<file path="config.mk">
export PLATFORM = sky130hd
export DESIGN_NAME = btn_gesture_decoder
export DESIGN_NICKNAME = d
export VERILOG_FILES = /design/src/rtl/btn_gesture_decoder.sv
export SDC_FILE = /design/constraint.sdc
export NUM_CORES = 1
export LEC_CHECK = 0
export ABC_CLOCK_PERIOD_IN_PS = 2460
export CELL_PAD_IN_SITES_DETAIL_PLACEMENT = 0
export CELL_PAD_IN_SITES_GLOBAL_PLACEMENT = 2
export CORE_ASPECT_RATIO = 0.6
export CORE_UTILIZATION = 37
export DETAILED_ROUTE_END_ITERATION = 12
export PLACE_DENSITY = 0.87
export SLEW_MARGIN = 20
export SYNTH_ARGS = -nofsm -noshare
export SYNTH_HDL_FRONTEND = slang
export SYNTH_SLANG_ARGS = --single-unit
</file>
<file path="constraint.sdc">
create_clock -name clk -period 2.46 [get_ports clk]
set_clock_uncertainty 0.05 [all_clocks]
set_input_delay 0.492 -clock clk [delete_from_list [all_inputs] [get_ports clk]]
set_output_delay 0.492 -clock clk [all_outputs]
set_load 0.02 [all_outputs]
</file>
<file path="src/rtl/btn_gesture_decoder.sv">
// rtl/btn_gesture_decoder.sv - push-button debouncer and gesture decoder
//
// Turns a raw, bouncy, asynchronous push-button into a clean debounced level
// and one-cycle gesture events.
//
// Ports:
//   clk           system clock
//   rst           synchronous reset, active high
//   btn           raw button input, asynchronous, active high
//   pressed       debounced button level
//   short_press   one-cycle pulse: single click, GAP_CYCLES after release
//   double_press  one-cycle pulse: second click released within the gap
//   long_press    one-cycle pulse: first press held LONG_CYCLES
//   repeat_press  one-cycle pulse every REPEAT_CYCLES while a long press is held
//
// All event outputs are registered and mutually exclusive.

module btn_gesture_decoder #(
  parameter int DEBOUNCE_CYCLES = 16,
  parameter int LONG_CYCLES     = 1000,
  parameter int GAP_CYCLES      = 250,
  parameter int REPEAT_CYCLES   = 100
) (
  input  logic clk,
  input  logic rst,
  input  logic btn,
  output logic pressed,
  output logic short_press,
  output logic double_press,
  output logic long_press,
  output logic repeat_press
);

  localparam int DB_W   = $clog2(DEBOUNCE_CYCLES) + 1;
  localparam int HOLD_W = $clog2(LONG_CYCLES) + 1;
  localparam int GAP_W  = $clog2(GAP_CYCLES) + 1;
  localparam int REP_W  = $clog2(REPEAT_CYCLES) + 1;

  localparam logic [DB_W-1:0]   DB_LAST   = DB_W'(DEBOUNCE_CYCLES - 1);
  localparam logic [HOLD_W-1:0] HOLD_LAST = HOLD_W'(LONG_CYCLES - 1);
  localparam logic [GAP_W-1:0]  GAP_LAST  = GAP_W'(GAP_CYCLES - 1);
  localparam logic [REP_W-1:0]  REP_LAST  = REP_W'(REPEAT_CYCLES - 1);

  typedef enum logic [2:0] {
    S_IDLE,
    S_PRESS1,
    S_WAIT2,
    S_PRESS2,
    S_HOLD
  } state_t;

  // ---------------------------------------------------------------------
  // Two-flop synchronizer
  // ---------------------------------------------------------------------
  logic btn_meta;
  logic btn_sync;

  always_ff @(posedge clk) begin
    if (rst) begin
      btn_meta <= 1'b0;
      btn_sync <= 1'b0;
    end else begin
      btn_meta <= btn;
      btn_sync <= btn_meta;
    end
  end

  // ---------------------------------------------------------------------
  // Debounce: the synced level must disagree with `pressed` for
  // DEBOUNCE_CYCLES consecutive cycles before `pressed` follows it.
  // Any agreement in between restarts the count, so short glitches vanish.
  // ---------------------------------------------------------------------
  logic [DB_W-1:0] db_cnt;

  always_ff @(posedge clk) begin
    if (rst) begin
      db_cnt  <= '0;
      pressed <= 1'b0;
    end else if (btn_sync != pressed) begin
      if (db_cnt >= DB_LAST) begin
        pressed <= btn_sync;
        db_cnt  <= '0;
      end else begin
        db_cnt <= db_cnt + 1'b1;
      end
    end else begin
      db_cnt <= '0;
    end
  end

  // ---------------------------------------------------------------------
  // Gesture FSM, driven only by the debounced level.
  //
  // hold_cnt counts debounced-high cycles of the first press, including the
  // IDLE cycle that observed the rise, so long_press lands LONG_CYCLES after
  // `pressed` rose. gap_cnt likewise counts low cycles since the release,
  // starting with the PRESS1 cycle that observed the fall. rep_cnt counts
  // cycles since the last long/repeat pulse. Each counter only increments
  // while below its terminal value, so none of them can wrap.
  // ---------------------------------------------------------------------
  state_t             state;
  state_t             state_nxt;
  logic [HOLD_W-1:0]  hold_cnt;
  logic [HOLD_W-1:0]  hold_nxt;
  logic [GAP_W-1:0]   gap_cnt;
  logic [GAP_W-1:0]   gap_nxt;
  logic [REP_W-1:0]   rep_cnt;
  logic [REP_W-1:0]   rep_nxt;
  logic               short_nxt;
  logic               double_nxt;
  logic               long_nxt;
  logic               repeat_nxt;

  always_ff @(posedge clk) begin
    if (rst) begin
      state        <= S_IDLE;
      hold_cnt     <= '0;
      gap_cnt      <= '0;
      rep_cnt      <= '0;
      short_press  <= 1'b0;
      double_press <= 1'b0;
      long_press   <= 1'b0;
      repeat_press <= 1'b0;
    end else begin
      state        <= state_nxt;
      hold_cnt     <= hold_nxt;
      gap_cnt      <= gap_nxt;
      rep_cnt      <= rep_nxt;
      short_press  <= short_nxt;
      double_press <= double_nxt;
      long_press   <= long_nxt;
      repeat_press <= repeat_nxt;
    end
  end

  always_comb begin
    state_nxt  = state;
    hold_nxt   = hold_cnt;
    gap_nxt    = gap_cnt;
    rep_nxt    = rep_cnt;
    short_nxt  = 1'b0;
    double_nxt = 1'b0;
    long_nxt   = 1'b0;
    repeat_nxt = 1'b0;

    case (state)
      S_IDLE: begin
        if (pressed) begin
          state_nxt = S_PRESS1;
          hold_nxt  = HOLD_W'(1);
        end
      end

      S_PRESS1: begin
        if (!pressed) begin
          state_nxt = S_WAIT2;
          gap_nxt   = GAP_W'(1);
        end else if (hold_cnt >= HOLD_LAST) begin
          long_nxt  = 1'b1;
          state_nxt = S_HOLD;
          rep_nxt   = '0;
        end else begin
          hold_nxt = hold_cnt + 1'b1;
        end
      end

      S_WAIT2: begin
        // A rise seen while the gap is still open beats an expiry due on
        // the same edge; once the gap has expired we have already left.
        if (pressed) begin
          state_nxt = S_PRESS2;
        end else if (gap_cnt >= GAP_LAST) begin
          short_nxt = 1'b1;
          state_nxt = S_IDLE;
        end else begin
          gap_nxt = gap_cnt + 1'b1;
        end
      end

      S_PRESS2: begin
        if (!pressed) begin
          double_nxt = 1'b1;
          state_nxt  = S_IDLE;
        end
      end

      S_HOLD: begin
        // Release wins over a repeat due on the same edge.
        if (!pressed) begin
          state_nxt = S_IDLE;
        end else if (rep_cnt >= REP_LAST) begin
          repeat_nxt = 1'b1;
          rep_nxt    = '0;
        end else begin
          rep_nxt = rep_cnt + 1'b1;
        end
      end

      default: begin
        state_nxt = S_IDLE;
      end
    endcase
  end

endmodule

</file>
# Word-level counts from Yosys, hierarchy flattened
# Index checks and enable logic that the tools add are counted.
# W data, S select, Z words.
# word_totals
regBits	43
in_bits	3
output_inout_bits	5
wordCells	81
# classes
n_addsub	4
magnitude_cmp	4
eq_ne	16
mux	24
bitwise_logic	6
reduce_logical	15
# ops
op	n
$mux W11	3
$mux W8	4
$mux W9	3
$pmux W11 S2	1
$mux W3	6
$ne A2 B2 Y1 const B	9
$pmux W9 S2	1
$pmux W8 S2	1
$reduce_and A4 Y1	4
$pmux W3 S4	1
$reduce_or A3 Y1	4
$add A11 B1 Y11 const B	1
$ge A11 B10 Y1 const B	1
$add A9 B1 Y9 const B	1
$ge A9 B8 Y1 const B	1
$add A8 B1 Y8 const B	1
$ge A8 B7 Y1 const B	1
$eq A3 B2 Y1 const B	2
$ne A3 B3 Y1 const B	2
$not A1 Y1	6
$reduce_bool A2 Y1	3
$add A5 B1 Y5 const B	1
$ge A5 B4 Y1 const B	1
$mux W1	4
other kinds (6)	7

# Longest topological paths before layout
# depth
word_depth	4
ltp_mapped	7
depth_no_buf	7

# Worst setup path before layout
# Ideal clock, no wire load.
# synth_timing
path_type	flip-flop to flip-flop
startpoint	register state[2]
endpoint	register rep_cnt[2]
setup_time_ns	0.120
arrival_time_ns	1.621
required_ns	2.290
setup_slack_ns	0.669
stages_incl_launch_ff	7
n_path_buf	1
period_less_slack_ns	1.791
path_cell_list	dfxtp_1 -> clkbuf_1 -> nor3b_2 -> and2_1 -> a31oi_2 -> and2_1 -> a211o_1
# synth_between
elab_chain_cells	3
word_cells_on_any_way	8
cone_classes	5 x eq/ne; 1 x mux; 2 x reduce/logical
# synth_lines
element	line	text
start, declared	101	state_t state;
start signal, assigned	125	state <= state_nxt;
$eq A3 B1 Y1 or $eq A3 B3 Y1 (tied branches)	146	case (state)
$ne A2 B2 Y1 (no source line) or $reduce_bool A2 Y1 (tied branches)	n/a	
$reduce_and A4 Y1 (no source line)	n/a	
end signal, assigned	128	rep_cnt <= rep_nxt;
end, declared	107	logic [REP_W-1:0] rep_cnt;
# Several ways; a longest one is shown, not always the timed one.
# A chain may end at the register's enable or synchronous reset.

# Worst setup path after layout
# layout_timing
startpoint	register gap_cnt[1]
endpoint	register gap_cnt[6]
# layout_between
elab_chain_cells	4
word_cells_on_any_way	7
cone_classes	1 x add/sub; 1 x order compare; 1 x eq/ne; 3 x mux; 1 x reduce/logical
# layout_lines
element	line	text
start, declared	105	logic [GAP_W-1:0] gap_cnt;
start signal, assigned	127	gap_cnt <= gap_nxt;
$add A9 B1 Y9	176	gap_nxt = gap_cnt + 1'b1;
$mux W9	172	end else if (gap_cnt >= GAP_LAST) begin
$mux W9	170	if (pressed) begin
$pmux W9 S2	146	
# Several ways; a longest one is shown, not always the timed one. The select of a mux whose other input is x is not followed.

==> flow_metrics.tcl <==
set metrics [dict create \
    cts_tree "built" \
    path_max_fanout 5 \
    peakVddDrop_mv 0.312 \
    syn_nets 238 \
    highest_layer "met4" \
    htreeDepth 2 \
    ios 8 \
    hold_slack_ns 0.401 \
    grt_pass1_wl_um 7070 \
    cts_setup_buffers 0 \
    synth_area_mm2 0.00205 \
    wl_met1_um 2410 \
    critical-path-slowest-cell "or4_1" \
    yosysSeqAreaShare_pct 42.1 \
    yosys_most_used_dff "dfxtp_1" \
    drt-total-wl_um 4180 \
    route.met3.wl_um 279 \
    start_util_pct 39.5 \
    reg2reg_from "gap_cnt[1]" \
    critPathArrivalTime_ns 2.11 \
    synth_area_per_cell_um2 8.93 \
    drive_gt1_share_pct 9.80 \
    hold_buffers 0 \
    wl_met2_um 1470 \
    yosys_warnings 0 \
    ys_types 58 \
    final_cell_mix "43 x dfxtp_1, 31 x nor2_1, 18 x nand2_1" \
    ctsResizeCount 0 \
    max_freq_mhz 504 \
    fin_setup_tns_ns 0 \
    maxCapViolCount 0 \
    hp-start "gap_cnt[8]" \
    final_max_slew_viol_count 0 \
    crit_type "reg2reg" \
    crit_path_end_kind "register" \
    worstPathRequired_ns 2.59 \
    cts.clk_slew.worst_paths_ns 0.08 \
    power_w 0.00122 \
    antenna_found_initial 0 \
    rsz0062_at_grt "false" \
    cp_slowest_stage_delay_ns 0.45 \
    r2r_end "gap_cnt[6]" \
    timing.final.crit_share_pct 80.6 \
    register_area_um2 861 \
    final_nets 253 \
    dieArea_mm2 0.00584 \
    postRouteAntennaNets 0 \
    diodes 0 \
    worst-slew-pin-transition_ns 0.539 \
    clock_sinks 43 \
    drc_errors 0 \
    r2r_slack_ns 0.48 \
    area_growth_pct 13.6 \
    async_flop_share_pct 0 \
    drt_iter0_markers 94 \
    cts_buffers 5 \
    synth_edf_count 0 \
    clk_latency_ns 0.29 \
    grt_max_degree 15 \
    vias_per_cell 5.25 \
    max_slew_margin_pct 63.8 \
    holdPathStages 2 \
    place_hpwl_um 3070 \
    finalHoldViolCount 0 \
    path_cells "inv_1 -> ha_1 -> or4_1 -> and4bb_1 -> nor3_1 -> xnor2_1 -> nor2_1" \
    die_y_um 59.6 \
    path_buf_inv 1 \
    setup_violations 0 \
    design.core.area_mm2 0.00518 \
    routedWlPerCell_um 13.4 \
    drt-pass1-iter-count 4 \
    status "complete, no violations" \
    clockBufferDepth 2 \
    path_delay_family "simple AND/OR/NAND/NOR gates" \
    fp-row-count 20 \
    cp-start-kind "register" \
    grt_pass1_vias 1441 \
    track_usage_pct 15.6 \
    final_core_util_pct 44.9 \
    min_period_ns 1.98 \
    gp_congestion 0.790 \
    worstHoldEndpoint "gap_cnt[8]" \
    p_per_area_mw_per_mm2 525 \
    r2r_cells 7 \
    io_buffer_count 7 \
    synth_seq_cells 43 \
    vias 1633 \
    die_x_um 98.0 \
    cellLeakagePower_nw 0.888 \
    grt_remaining_overflow 0 \
    n_fill_cell 509 \
    multi_input_area_mm2 0.00114 \
    hold_path_class "reg2reg" \
    mostFrequentLayoutCell "dfxtp_1" \
    synthCells 229 \
    clock-root-buffer "clkbuf_8" \
]
-- cell usage after synthesis (3+ instances only) --
| master | number | area share [%] |
|---|---|---|
| dfxtp_1 | 43 | 42 |
| nor2_1 | 31 | 5.7 |
| nand2_1 | 18 | 3.3 |
| nand3_1 | 11 | 2.7 |
| and3_1 | 8 | 2.4 |
| nor3_1 | 8 | 2.0 |
| inv_1 | 7 | 1.3 |
| xnor2_1 | 7 | 3.0 |
| a21oi_1 | 6 | 1.5 |
| ha_1 | 6 | 3.7 |
| nor3b_1 | 6 | 2.2 |
| o21ai_0 | 6 | 1.5 |
| nor2b_1 | 5 | 1.5 |
| and2_1 | 4 | 1.2 |
| a311oi_1 | 3 | 1.3 |
| a41oi_1 | 3 | 1.3 |
| clkbuf_1 | 3 | 0.55 |
| or3_1 | 3 | 0.92 |
| xor2_1 | 3 | 1.3 |
-- metal layers --
metal  track usage, %  vias to the layer above
met3             4.13                        2
met5                0                        -
li1                 -                      867
met1             24.5                      724
met2             19.9                       40
met4             4.55                        0
-- sequential cells by signal (all words and copies together) (netlist names), 3 cells and up --
name      flops
db_cnt        5
gap_cnt       9
state         3
hold_cnt     11
rep_cnt       8
-- final cells by class --
cell class / instances / share of cell area (%)
clock buffer: 8 / 4.31
inverter: 7 / 1.13
multi-input combinational: 174 / 49.0
sequential: 43 / 37.0
tap: 66 / 3.55
timing repair buffer: 13 / 4.95
-- worst register-to-register path: stages, from the launching register on --
cell and delay [ns]:
dfxtp_1 0.40, inv_1 0.06, ha_1 0.17, or4_1 0.45
and4bb_1 0.28, nor3_1 0.26, xnor2_1 0.16, nor2_1 0.05
-- logic make-up after synthesis --
| logic type | count (synthesis) | synth area share (%) |
|---|---|---|
| AOI/OAI and AO/OA | 49 | 19.6 |
| muxes | 1 | 0.489 |
| and+or+nand+nor | 108 | 27.6 |
| adders and majority gates | 6 | 3.67 |
| xor gates and xnor gates | 10 | 4.28 |
| buffers and inverters | 12 | 2.26 |
| DFF | 43 | 42.1 |
-- stage by stage --
step | cell area, µm² | instances | setup slack (ns)
after floorplan | 2050 | 229 | 0.669
after global placement | 2220 | 303 | 0.364
after detailed placement | 2220 | 303 | 0.296
after CTS | 2320 | 311 | 0.470
after global routing | 2320 | 311 | 0.249
final | 2320 | 311 | 0.477
-- power breakdown --
| group | internal, W | switching, W |
|---|---|---|
| combinational | 0.00000965 | 0.0000143 |
| clock | 0.000257 | 0.000241 |
| sequential | 0.000697 | 0.00000107 |
-- worst max-delay path by stage --
stage | from | to | cells after the start
global route | rep_cnt[0] | rep_cnt[4] | 6
CTS | pressed | pressed | 1
finish | gap_cnt[1] | gap_cnt[6] | 7
global placement | rst | rep_cnt[2] | 4
detailed placement | rst | short_press | 4
floorplan | state[2] | rep_cnt[2] | 6
Power figures use the tool's default switching activity.
